`src/rtl/bram_arbiter.sv`:
```
// Round-robin arbiter and sequencer in front of a single-port block_ram.
// Zero-fills the RAM after reset, then shares its port between m0 and m1.
module bram_arbiter #(
    parameter int WIDTH = 16,
    parameter int DEPTH = 1024,
    localparam int AW = $clog2(DEPTH)
) (
    input  logic             clk,
    input  logic             rst_n,
    input  logic             m0_valid,
    input  logic             m0_we,
    input  logic [AW-1:0]    m0_addr,
    input  logic [WIDTH-1:0] m0_wdata,
    output logic             m0_ready,
    output logic             m0_rvalid,
    output logic [WIDTH-1:0] m0_rdata,
    input  logic             m1_valid,
    input  logic             m1_we,
    input  logic [AW-1:0]    m1_addr,
    input  logic [WIDTH-1:0] m1_wdata,
    output logic             m1_ready,
    output logic             m1_rvalid,
    output logic [WIDTH-1:0] m1_rdata,
    output logic             ram_write_en,
    output logic             ram_read_en,
    output logic [AW-1:0]    ram_addr,
    output logic [WIDTH-1:0] ram_data_in,
    input  logic [WIDTH-1:0] ram_data_out,
    output logic             init_done
);

    typedef enum logic [0:0] {ST_INIT = 1'b0, ST_RUN = 1'b1} state_t;

    localparam logic [AW-1:0] LAST_ADDR = AW'(DEPTH - 1);

    state_t        state_r;
    logic [AW-1:0] init_cnt_r;
    logic          prio_r;
    logic          owner_r;
    logic          rd_pend_r;
    logic          rd_owner_r;
    logic          grant0_s;
    logic          grant1_s;

    // Grant selection: a lone requester wins, a tie goes to prio_r.
    always_comb begin
        grant0_s = 1'b0;
        grant1_s = 1'b0;
        if (state_r == ST_RUN) begin
            if (m0_valid && m1_valid) begin
                grant0_s = ~prio_r;
                grant1_s = prio_r;
            end else begin
                grant0_s = m0_valid;
                grant1_s = m1_valid;
            end
        end else begin
            grant0_s = 1'b0;
            grant1_s = 1'b0;
        end
    end

    assign m0_ready = grant0_s;
    assign m1_ready = grant1_s;

    // Sequencer: zero-fill, command register, and read-response pipeline.
    always_ff @(posedge clk or negedge rst_n) begin
        if (!rst_n) begin
            state_r      <= ST_INIT;
            init_cnt_r   <= {AW{1'b0}};
            prio_r       <= 1'b0;
            owner_r      <= 1'b0;
            rd_pend_r    <= 1'b0;
            rd_owner_r   <= 1'b0;
            ram_write_en <= 1'b0;
            ram_read_en  <= 1'b0;
            ram_addr     <= {AW{1'b0}};
            ram_data_in  <= {WIDTH{1'b0}};
            init_done    <= 1'b0;
            m0_rvalid    <= 1'b0;
            m1_rvalid    <= 1'b0;
            m0_rdata     <= {WIDTH{1'b0}};
            m1_rdata     <= {WIDTH{1'b0}};
        end else begin
            case (state_r)
                ST_INIT: begin
                    ram_write_en <= 1'b1;
                    ram_read_en  <= 1'b0;
                    ram_addr     <= init_cnt_r;
                    ram_data_in  <= {WIDTH{1'b0}};
                    owner_r      <= 1'b0;
                    init_cnt_r   <= init_cnt_r + AW'(1);
                    if (init_cnt_r == LAST_ADDR) begin
                        state_r   <= ST_RUN;
                        init_done <= 1'b1;
                    end
                end
                ST_RUN: begin
                    if (grant0_s) begin
                        ram_write_en <= m0_we;
                        ram_read_en  <= ~m0_we;
                        ram_addr     <= m0_addr;
                        ram_data_in  <= m0_wdata;
                        owner_r      <= 1'b0;
                        prio_r       <= 1'b1;
                    end else if (grant1_s) begin
                        ram_write_en <= m1_we;
                        ram_read_en  <= ~m1_we;
                        ram_addr     <= m1_addr;
                        ram_data_in  <= m1_wdata;
                        owner_r      <= 1'b1;
                        prio_r       <= 1'b0;
                    end else begin
                        ram_write_en <= 1'b0;
                        ram_read_en  <= 1'b0;
                    end
                end
                default: begin
                    state_r      <= ST_INIT;
                    ram_write_en <= 1'b0;
                    ram_read_en  <= 1'b0;
                end
            endcase

            // The RAM output is valid one edge after it samples the read.
            rd_pend_r  <= ram_read_en;
            rd_owner_r <= owner_r;
            m0_rvalid  <= rd_pend_r & ~rd_owner_r;
            m1_rvalid  <= rd_pend_r & rd_owner_r;
            if (rd_pend_r && !rd_owner_r) begin
                m0_rdata <= ram_data_out;
            end
            if (rd_pend_r && rd_owner_r) begin
                m1_rdata <= ram_data_out;
            end
        end
    end

endmodule

```
`config.mk`:
```
export PLATFORM = sky130hd
export DESIGN_NAME = bram_arbiter
export DESIGN_NICKNAME = d
export VERILOG_FILES = /design/src/rtl/bram_arbiter.sv
export SDC_FILE = /design/constraint.sdc
export NUM_CORES = 1
export LEC_CHECK = 0
export BUFFER_PORTS_ARGS = -buffer_cell sky130_fd_sc_hd__buf_2
export CAP_MARGIN = 0
export CORE_ASPECT_RATIO = 1.4
export CORE_MARGIN = 10
export CORE_UTILIZATION = 35
export CTS_CLUSTER_SIZE = 20
export DETAILED_ROUTE_END_ITERATION = 6
export HOLD_SLACK_MARGIN = 0.06
export PLACE_DENSITY = 0.62
export SYNTH_ARGS = -nofsm -noshare
export SYNTH_HDL_FRONTEND = slang
export SYNTH_SLANG_ARGS = --single-unit
```
`constraint.sdc`:
```
create_clock -name clk -period 1.5 [get_ports clk]
set_input_delay 0.075 -clock clk [delete_from_list [all_inputs] [get_ports clk]]
set_output_delay 0.075 -clock clk [all_outputs]
set_load 0.01 [all_outputs]
```
==> flow_summary_export.csv <==
group,metric,value,unit
clock_network,clkLatencyLatePin,330,ps
layout,multi_input_area,1290,um2
power_and_ir_drop,sequentialPowerShare,48.0,%
die,fp.dieH,136,um
layout,area_delta_synth_final,48.0,%
timing,period_minus_slack,1460,ps
power_and_ir_drop,p_int,3470,uW
timing,fin_ws,36.9,ps
flow_run,cap_violations,0,
timing,maxSlewHeadroom,53.1,%
timing,clock.fmax,683,MHz
setup_path,critical_path.top_delay_family,"flip-flops",
timing,worst_pin_slew,703,ps
timing,finalClockSkew,4.58,ps
timing,fin_crit_sh,97.5,%
power_and_ir_drop,vdd_drop_max,0.000526,V
layout,nFillCells,835,
die,start_util,35.8,%
global_routing,antenna_found_initial,0,
global_routing,grt.total_usage,14.6,%
global_routing,grt_start_max_net_pins,33,
layout,stdcell_area,5010,um2
power_and_ir_drop,p_comb_share,9.1,%
detailed_routing,vias,2931,
yosys,ys_warn_count,0,
die,rows,42,
setup_path,critical_path_buf_inv_count,1,
clock_network,cts_buffers,9,
clock_network,cts.clk_slew.worst_paths,60,ps
timing,worst_hold_slack,75.8,ps
clock_network,cts_tree,"done",
clock_network,h-tree-depth,3,
layout,layout_common_cells,"buf_2, dfrtp_1, dlygate4sd3_1",
die,pin_count,139,
detailed_routing,routedWlPerCell,18.5,um
power_and_ir_drop,switchingPower,1050,uW
yosys,avgSynthCellArea,12.6,um2
yosys,syn_area,3390,um2
clock_network,cts_buffer_depth,2,
placed_design,dpl.hpwl,7.50,mm
placed_design,place.gp.congestion,0.744,
layout,final_layout_size_suffix_gt1_share,47.6,%
power_and_ir_drop,power_frac_clock,42.9,%
setup_path,cp-end-kind,"flip-flop",
yosys,netlist-cell-type-count,38,
worst_hold_path,hold_class,"primary input to flip-flop",
layout,fin_cells,570,
setup_path,cp-start-kind,"flip-flop",
setup_path,crit_type,"flip-flop to flip-flop",
run_status,status,"finished clean",
layout,mostFrequentLayoutCell,"buf_2",
setup_path,crit_chain,"nand2b_4, and3_4, buf_4, a221o_1",
layout,final_nets,531,
die,die_x,103,um
layout,final_core_util,53.0,%
detailed_routing,antenna_left,0,
global_routing,grt_pass1_vias,3100,
clock_network,clkSinkCount,78,
yosys,ys_seq_area_share,57.6,%
setup_path,slowest_delay,450,ps
setup_path,crit_fanout,8,
timing,hold_violations,0,
setup_path,reg2reg_slack,40,ps
yosys,synth_top_area_share,57.6,%
layout,diodes,0,
power_and_ir_drop,power.density,901,nW/um2
timing,maxSlewViolCount,0,
yosys,yosysTopAreaCell,"dfrtp_1",
detailed_routing,drt_wl_total,10.5,mm
layout,regArea,1950,um2
global_routing,gr-total-overflow,0,
detailed_routing,firstDrtPassIters,4,
yosys,syn_inst,269,
clock_network,cts-root-buf,"clkbuf_16",
placed_design,dpl_cell_area,4260,um2
yosys,yosys-top-cells-area,"dfrtp_1, mux2_2, a221o_1",
detailed_routing,drt_iter0_markers,90,
detailed_routing,vias_per_cell,5.14,
placed_design,place_inst,512,
setup_path,cp.arrival,1670,ps
power_and_ir_drop,swShare,23.2,%
detailed_routing,drc,0,
yosys,synth-seq-cells,78,
global_routing,grt_pass1_wl,16.2,mm
die,die-area,14100,um2
die,core,9460,um2
placed_design,port_buffers,138,
setup_path,cp_slowest_cell,"dfrtp_2",
power_and_ir_drop,power_leakage,0.00256,uW
timing,finalSetupViolCount,0,
setup_path,crit_required,1710,ps
placed_design,dp_slack,-94.4,ps
yosys,postSynthNetCount,344,
[per-layer routing]
layer	share of wire, %	wire length, um	track usage (%)	vias to the layer above
met2	51	5390	25.8	124
li1	-	-	-	1367
met3	7.8	819	4.32	11
met4	1.1	118	4.73	0
met5	0	0	0	-
met1	40	4190	16.4	1429
[final cells by class]
class	count	area share, %
sequential	78	39.0
timing repair buffer	195	26.1
multi-input combinational	158	25.8
clock buffer	9	4.49
tap	110	2.75
inverter	14	1.12
clock inverter	6	0.799
[worst register-to-register path: stages, from the launching register on]
cell and delay [ps]:
dfrtp_2 450, nand2b_4 200, and3_4 230, buf_4 140
a221o_1 330
[logic make-up after synthesis]
logic type	after synthesis	synth area share [%]
simple gates	54	8.75
mux	33	11.0
buf+inv	34	5.06
xor+xnor	9	2.33
flops	78	57.6
compound gates	60	14.9
fa+ha+maj	1	0.369
[flip-flops by register name (all words and copies together), names as in the netlist]
name / flops
m0_rdata: 16
m1_rdata: 16
ram_data_in: 16
init_cnt_r: 10
ram_addr: 10
init_done: 1
m0_rvalid: 1
m1_rvalid: 1
owner_r: 1
prio_r: 1
ram_read_en: 1
ram_write_en: 1
rd_owner_r: 1
rd_pend_r: 1
state_r: 1
[power groups by stage]
| stage | clock network, uW | registers, uW | logic (uW) |
|---|---|---|---|
| floorplan | 0 | 2230 | 82.9 |
| global placement | 0 | 2210 | 335 |
| detailed placement | 0 | 2210 | 339 |
| CTS | 2000 | 2170 | 414 |
| global route | 2090 | 2170 | 450 |
| finish | 1940 | 2170 | 410 |
[Yosys cell counts]
library cell and instances:
dfrtp_1 78, mux2_2 33, nand2_1 16, inv_1 14, a221o_1 11, and3_1 11, a221oi_1 10, o22a_1 10
nor2_1 9, buf_2 8, o2bb2ai_1 8, a21oi_1 7, xnor2_1 7, a31oi_1 6, clkbuf_1 6, nand3_1 5
buf_4 3, buf_6 3, a31o_2 2, nand4_1 2, o22ai_1 2, xor2_1 2, a21bo_2 1, a21boi_4 1
a32oi_1 1, a41o_1 1, and3_4 1, and3b_1 1, ha_1 1, nand2b_1 1, nand2b_4 1, nand3b_1 1
nand4b_1 1, nor2b_1 1, nor3_1 1, nor3b_1 1, nor3b_2 1, or3b_1 1
[path summary, 6_finish.rpt]
path / end / cells past startpoint / start
worst max-delay path: ram_data_in[13] / 4 / prio_r
worst min-delay path: ram_data_in[7] / 3 / m0_wdata[7]
worst max register to register: ram_data_in[13] / 4 / prio_r
worst min register to register: rd_owner_r / 0 / owner_r
max in group asynchronous: prio_r / 3 / rst_n
min in group asynchronous: m0_rdata[2] / 2 / rst_n
[timing repair]
action | CTS | global route
resized for setup | 2 | 7
hold buffers | 36 | 0
endpoints found under the setup margin | 17 | 3
endpoints found under the hold margin | 80 | 0
cloned | 0 | 3
pin swaps | 0 | 1
setup buffers | 0 | 4
[through the flow]
step / TNS [ps] / power [uW]
5_1_grt: -3.79 / 4720
3_5_place_dp: -1210 / 2550
4_1_cts: 0 / 4580
2_1_floorplan: 0 / 2310
3_3_place_gp: -97.2 / 2540
6_report: 0 / 4520
Note: power is estimated with default switching activity, not from simulation.
